<file path="src/rtl/arb_pkg.sv">
// arb_pkg: shared types and helpers for the round-robin hold arbiter.
// Provides the FSM state enum and a one-hot to index conversion.
package arb_pkg;

  typedef enum logic {
    ARB_IDLE = 1'b0,
    ARB_BUSY = 1'b1
  } arb_state_e;

  localparam int unsigned ARB_OH_MAX = 64;

  // OR of the set-bit positions; exact for one-hot or zero input.
  function automatic int unsigned oh2idx(
    input logic [ARB_OH_MAX-1:0] oh
  );
    int unsigned idx;
    idx = 0;
    for (int unsigned i = 0; i < ARB_OH_MAX; i++) begin
      if (oh[i]) idx |= i;
    end
    return idx;
  endfunction

endpackage

</file>
<file path="src/rtl/arb_rr_pick.sv">
// arb_rr_pick: combinational round-robin winner select.
// Ports: req (N), ptr (IDW) in; win (one-hot N), win_id (IDW) out.
module arb_rr_pick
  import arb_pkg::*;
#(
  parameter int N = 8,
  localparam int IDW = $clog2(N)
) (
  input  logic [N-1:0]   req,
  input  logic [IDW-1:0] ptr,
  output logic [N-1:0]   win,
  output logic [IDW-1:0] win_id
);

  localparam int DW = 2 * N;

  logic [DW-1:0] msk;
  logic [DW-1:0] dbl;
  logic [DW-1:0] low;

  // Upper copy covers the wrapped part 0..ptr-1.
  always_comb begin
    msk    = ~((DW'(1) << ptr) - DW'(1));
    dbl    = {req, req} & msk;
    low    = dbl & (~dbl + DW'(1));
    win    = low[N-1:0] | low[DW-1:N];
    win_id = IDW'(oh2idx(ARB_OH_MAX'(win)));
  end

endmodule

</file>
<file path="src/rtl/arb_rr_hold.sv">
// arb_rr_hold: N-way round-robin arbiter, registered grant held until done.
// Ports: clk, rst (async high), req_i/ack_i upstream, req_o/ack_o downstream,
// gnt_vld_o, gnt_id_o; lock_i burst lock exists only with ARB_LOCK_EN.
module arb_rr_hold
  import arb_pkg::*;
#(
  parameter int N = 8,
  localparam int IDW = $clog2(N)
) (
  input  logic           clk,
  input  logic           rst,
  input  logic [N-1:0]   req_i,
  output logic [N-1:0]   ack_i,
  output logic           req_o,
  input  logic           ack_o,
  output logic           gnt_vld_o,
  output logic [IDW-1:0] gnt_id_o
`ifdef ARB_LOCK_EN
  ,
  input  logic [N-1:0]   lock_i
`endif
);

  arb_state_e     state_q, state_d;
  logic [IDW-1:0] ptr_q, ptr_d;
  logic [IDW-1:0] id_q, id_d;
  logic [N-1:0]   gnt_q, gnt_d;

  logic [N-1:0]   pick_win;
  logic [IDW-1:0] pick_id;
  logic [IDW-1:0] ptr_inc;
  logic           cur_req;
  logic           done;
  logic           lock_hold;

  arb_rr_pick #(.N(N)) u_pick (
    .req    (req_i),
    .ptr    (ptr_q),
    .win    (pick_win),
    .win_id (pick_id)
  );

  assign cur_req = req_i[id_q];
  assign done    = (state_q == ARB_BUSY) & cur_req & ack_o;
  assign ptr_inc = (id_q == IDW'(N - 1)) ? '0 : id_q + IDW'(1);

`ifdef ARB_LOCK_EN
  assign lock_hold = lock_i[id_q];
`else
  assign lock_hold = 1'b0;
`endif

  always_ff @(posedge clk or posedge rst) begin
    if (rst) begin
      state_q <= ARB_IDLE;
      ptr_q   <= '0;
      id_q    <= '0;
      gnt_q   <= '0;
    end else begin
      state_q <= state_d;
      ptr_q   <= ptr_d;
      id_q    <= id_d;
      gnt_q   <= gnt_d;
    end
  end

  always_comb begin
    state_d = state_q;
    ptr_d   = ptr_q;
    id_d    = id_q;
    gnt_d   = gnt_q;
    unique case (state_q)
      ARB_IDLE: begin
        if (|req_i) begin
          state_d = ARB_BUSY;
          gnt_d   = pick_win;
          id_d    = pick_id;
        end
      end
      ARB_BUSY: begin
        // Withdraw or unlocked completion releases; locked beats stay.
        if (!cur_req || (done && !lock_hold)) begin
          state_d = ARB_IDLE;
          gnt_d   = '0;
          ptr_d   = ptr_inc;
        end
      end
      default: begin
        state_d = ARB_IDLE;
      end
    endcase
  end

  always_comb begin
    gnt_vld_o = (state_q == ARB_BUSY);
    req_o     = gnt_vld_o & cur_req;
    ack_i     = gnt_q & {N{req_o & ack_o}};
    gnt_id_o  = id_q;
  end

endmodule

</file>
<file path="config.mk">
export PLATFORM = sky130hd
export DESIGN_NAME = arb_rr_hold
export DESIGN_NICKNAME = d
export VERILOG_FILES = /design/src/rtl/arb_pkg.sv /design/src/rtl/arb_rr_pick.sv /design/src/rtl/arb_rr_hold.sv
export SDC_FILE = /design/constraint.sdc
export NUM_CORES = 1
export LEC_CHECK = 0
export CAP_MARGIN = 30
export CORE_ASPECT_RATIO = 2
export CORE_MARGIN = 8
export CORE_UTILIZATION = 45
export CTS_CLUSTER_SIZE = 10
export DETAILED_ROUTE_END_ITERATION = 10
export PLACE_DENSITY = 0.74
export SYNTH_ARGS = -nofsm -noshare
export SYNTH_HDL_FRONTEND = slang
export SYNTH_HIERARCHICAL = 1
export SYNTH_SLANG_ARGS = --single-unit
</file>
<file path="constraint.sdc">
create_clock -name clk -period 3.17 [get_ports clk]
set_input_delay 0.634 -clock clk [delete_from_list [all_inputs] [get_ports clk]]
set_output_delay 0.634 -clock clk [all_outputs]
set_load 0.05 [all_outputs]
</file>
[After elaboration in Yosys (flattened, before gate mapping)]
Index checks and enable logic that the tools add are counted.
Storage, ports and cells
  register bits: 15
  output and inout bits: 13
  word-level logic and storage cells: 43
Cells by class
  reductions and logical operators: 6
  equality and inequality tests: 3
  add/subtract/negate cells: 3
  shift-type cells: 1
  bitwise logic cells: 9
  muxes and demuxes: 16
  $lt $le $gt $ge: 1
Operators by type and width (number)
  $and 16x16->16: 2
  $not 16->16: 2
  $add 16x1->16 const B: 1
  $mux 8: 2
  $pmux 8 s2: 1
  $shl 1x3->16 const A: 1
  $sub 16x2->16 const B: 1
  $mux 3: 5
  $and 8x8->8: 1
  $or 8x8->8: 1
  $reduce_or 8->1: 1
  $reduce_and 2->1: 3
  $lt 3x4->1 const B: 1
  $mux 1: 4
  $mux 2: 2
  $add 3x1->3 const B: 1
  $bmux 1 s3: 1
  $eq 3x3->1 const B: 1
  $and 1x1->1: 2
  $ne 2x1->1 const B: 1
  $ne 2x2->1 const B: 1
  $pmux 1 s2: 1
  $logic_not 1->1: 1
  $logic_or 1x1->1: 1
  $not 1->1: 1

[Depth between registers and ports, before layout]
  word-level depth: 15
  depth in mapped cells: 12
  depth with buffers taken out: 10

[Hierarchy]
Netlist, hierarchy kept.
By module, submodules not included
  arb_rr_hold: sequential area each 375.4 µm², times used 1, area each 798.3 µm², cells each 70
  arb_rr_pick: sequential area each 0.0 µm², times used 1, area each 564.3 µm², cells each 84

[Worst setup path before layout]
Ideal clock, no wire load.
  kind: register -> output
  start point: reg id_q[0], in the netlist gnt_id_o[0]
  end point: out req_o
  setup slack: 252 ps
  required time: 2536 ps
  data arrival time: 2284 ps
  buffers on the path: 0
  stages on the path, launching flop included: 4
  cell sequence: dfrtp_1 > mux2_2 > o22ai_1 > nor3_1
Between the ends
  longest elaborated chain between the ends: 3
RTL lines
  start: declaration: RTL line arb_rr_hold.sv:26  | logic [IDW-1:0] id_q, id_d;
  start signal: assignment: RTL line arb_rr_hold.sv:62  | id_q <= id_d;
  $bmux 1 s3: RTL line arb_rr_hold.sv:43  | assign cur_req = req_i[id_q];
  $mux 1 (not written as such): RTL line arb_rr_hold.sv:43
  $and 1x1->1: RTL line arb_rr_hold.sv:96  | req_o = gnt_vld_o & cur_req;
  end: declaration: RTL line arb_rr_hold.sv:14  | output logic req_o,
No other way between the ends. The select of a mux whose other input is x is not followed.

[Final worst setup path]
  start point: in req_i[3]
  end point: out ack_i[4]
Between the ends
  longest elaborated chain between the ends: 5
RTL lines
  start: declaration: RTL line arb_rr_hold.sv:12  | input logic [N-1:0] req_i,
  $bmux 1 s3: RTL line arb_rr_hold.sv:43
  $mux 1 (not written as such): RTL line arb_rr_hold.sv:43
  $and 1x1->1: RTL line arb_rr_hold.sv:96
  $and 1x1->1: RTL line arb_rr_hold.sv:97  | ack_i = gnt_q & {N{req_o & ack_o}};
  $and 8x8->8: RTL line arb_rr_hold.sv:97
  end: declaration: RTL line arb_rr_hold.sv:13  | output logic [N-1:0] ack_i,
No other way between the ends. The select of a mux whose other input is x is not followed.

==> impl_metrics.csv <==
group,metric,value,unit
timing,worst_clock_skew,4.06,ps
critical_path,max_stage_delay,540,ps
critical_path,cp_top_family,"buffers and inverters",
drt,first_iter_violations,41,
critical_path,path_cells,"clkdlybuf4s50_1 -> mux2_2 -> o22ai_1 -> nor4_4 -> and2_1 -> buf_12",
floorplanning,start_util,46.9,%
cells_and_area,drive_gt1_share,25.1,%
critical_path,path_class,"primary input to output port",
critical_path,crit_fanout,8,
critical_path,worst-path-buf-inv,2,
timing,fmaxAchievable,337,MHz
timing,fin_setup_tns,0,ps
clock_tree,clk_pin_slew,50,ps
clock_tree,clk-insertion-delay-late,250,ps
power_and_ir_drop,p_total,1.88,mW
synthesis,syn_area,1360,um^2
synthesis,synth_cells,154,
cells_and_area,final_cell_mix,"nor2_1 (16), dfrtp_1 (15), clkdlybuf4s50_1 (14)",
critical_path,cp_data_arrival_time,2330,ps
clock_tree,h-tree-depth,1,
synthesis,ys_seq_elements,15,
clock_tree,cts_tree,"done",
run_status,status,"completed",
synthesis,synth_enable_flop_cells,0,
drt,drtPass1Iterations,4,
placed_design,dp_cells,213,
placed_design,gp_congestion,0.990,
grt,grt.total_usage,17.2,%
synthesis,syn-num-nets,169,
floorplanning,core.rowCount,28,
timing,slew_viol_final,0,
drt,wl_per_cell,18.6,um
clock_tree,post-cts-setup-buffer-count,0,
job,maxCapViolCount,0,
clock_tree,clkSinkCount,15,
grt,antenna_found_initial,0,
timing,worst_pin_slew,611,ps
floorplanning,dieHeight,93.8,um
critical_path,cp_slowest_cell,"clkdlybuf4s50_1",
synthesis,async_flop_share,100,%
drt,vias,1325,
synthesis,synthDistinctLibCells,52,
floorplanning,die_area,5150,um^2
cells_and_area,n_fill_cell,263,
critical_path,required,2540,ps
timing,timing.final.crit_share,93.5,%
grt,grt_pass1_vias,1450,
clock_tree,cts_max_path_buffers,2,
floorplanning,num_io_pins,24,
power_and_ir_drop,vdd_drop_max,602,uV
timing,slew_headroom,58.9,%
drt,via_per_inst,6.11,
drt,route.antenna.remaining_nets,0,
cells_and_area,fin_nets,203,
grt,grt_pass1_wl,6.63,mm
drt,drcViolationCount,0,
placed_design,post-dp-hpwl,3.24,mm
placed_design,port_buffers,23,
critical_path,cp-end-kind,"output port",
synthesis,synth_ff_type,"dfrtp_1",
synthesis,synth-seq-area-share,27.5,%
cells_and_area,area_growth,33.8,%
critical_path,critPathLaunchType,"primary input",
cells_and_area,fin_cells,217,
timing,setup_viol,0,
grt,grt_start_max_net_pins,16,
synthesis,avgSynthCellArea,8.85,um^2
worst_hold_path,hold_path.class,"flip-flop to flip-flop",
floorplanning,chipWidth,54.9,um
placed_design,dpl_worst_slack,64.8,ps
timing,rsz0062_at_grt,"no",
cells_and_area,final_common_cell,"nor2_1",
floorplanning,coreArea,2910,um^2
power_and_ir_drop,p_leak,0.790,nW
cells_and_area,antennaDiodeCount,0,
clock_tree,cts_buffers,3,
timing,setup_ws,206,ps
drt,routed_wl,4.03,mm
timing,fin_crit,2960,ps
timing,hold_violations,0,
grt,grt_overflow,0,
clock_tree,cts-root-buf,"clkbuf_8",
synthesis,yosysWarnings,6,
power_and_ir_drop,powerDensity,1030,nW/um^2
metal layers:
metal  vias up  routed length, um  global-route usage [%]
li1        630                  -                       -
met2        59               2160                    28.8
met3        17                174                    3.33
met4         0                212                    12.5
met1       619               1470                    17.3
met5         -                  0                       0
tightest hold or removal path, delay by kind of cell, from the launching register on:
family / cells / cell delay, ps
flops: 1 / 340
mux: 1 / 70
simple gates: 1 / 80
through the flow:
step / utilization (%) / cell area (um^2) / hold slack [ps]
after global placement: 60.8 / 1770 / 501
after global routing: 62.7 / 1820 / 569
after floorplan: - / 1360 / 478
after detailed placement: 60.8 / 1770 / 509
final: 62.7 / 1820 / 524
after CTS: 62.4 / 1810 / 527
sequential cells by signal (all words and copies together), names as in the netlist:
register,cells
gnt_id_o,3
gnt_vld_o,1
ptr_q,3
gnt_q,8
path summary, 6_finish.rpt:
check / start / end / slack, ps / cells past startpoint
max: req_i[3] / ack_i[4] / 210 / 6
min: gnt_q[2] / gnt_q[2] / 520 / 2
max reg2reg: ptr_q[1] / gnt_id_o[0] / 320 / 9
min reg2reg: gnt_q[2] / gnt_q[2] / 520 / 2
max in group asynchronous: rst / gnt_q[3] / 2080 / 2
min in group asynchronous: rst / ptr_q[1] / 730 / 2
synth_stat cells (2+ instances only):
cell type	count	share of area, %
nor2_1	16	4.4
dfrtp_1	15	28
nand2_1	11	3.0
and2_1	9	4.1
nand3_1	9	3.3
mux2i_1	8	5.9
inv_1	7	1.9
mux2_2	7	5.8
buf_4	4	2.2
ha_1	4	3.7
nand2b_1	4	1.8
o21ai_0	4	1.5
a21oi_1	3	1.1
and3_1	3	1.4
nand4_1	3	1.4
nor3_1	3	1.1
nor4_1	3	1.4
o211ai_1	3	1.7
a21o_1	2	1.1
a22o_1	2	1.3
mux2_4	2	2.2
o21ai_1	2	0.73
layout make-up:
class	instances	area (um^2)	area share (%)
Multi-Input combinational cell	125	920	50.4
Timing Repair Buffer	36	418	22.9
Sequential cell	15	375	20.6
Clock buffer	3	41.3	2.26
Tap cell	30	37.5	2.06
Inverter	7	26.3	1.44
Clock inverter	1	5.00	0.275
cell families after synthesis:
family          after synthesis  share of synthesized area, %
fa+ha+maj                     4                          3.67
buf+inv                      14                          5.60
flops                        15                          27.5
xor+xnor                      2                          1.29
mux                          17                          13.9
simple gates                 71                          29.2
compound gates               31                          18.8
power by group:
group	switching, mW	internal [mW]	total (mW)
clock	0.0648	0.0871	0.152
combinational	0.754	0.577	1.33
sequential	0.120	0.275	0.395
total	0.938	0.939	1.88
timing repair:
| action | CTS | global route |
|---|---|---|
| setup endpoints to repair | 0 | 8 |
| gates resized for setup | 0 | 1 |
| hold buffers | 0 | 0 |
Power figures use the tool's default switching activity.
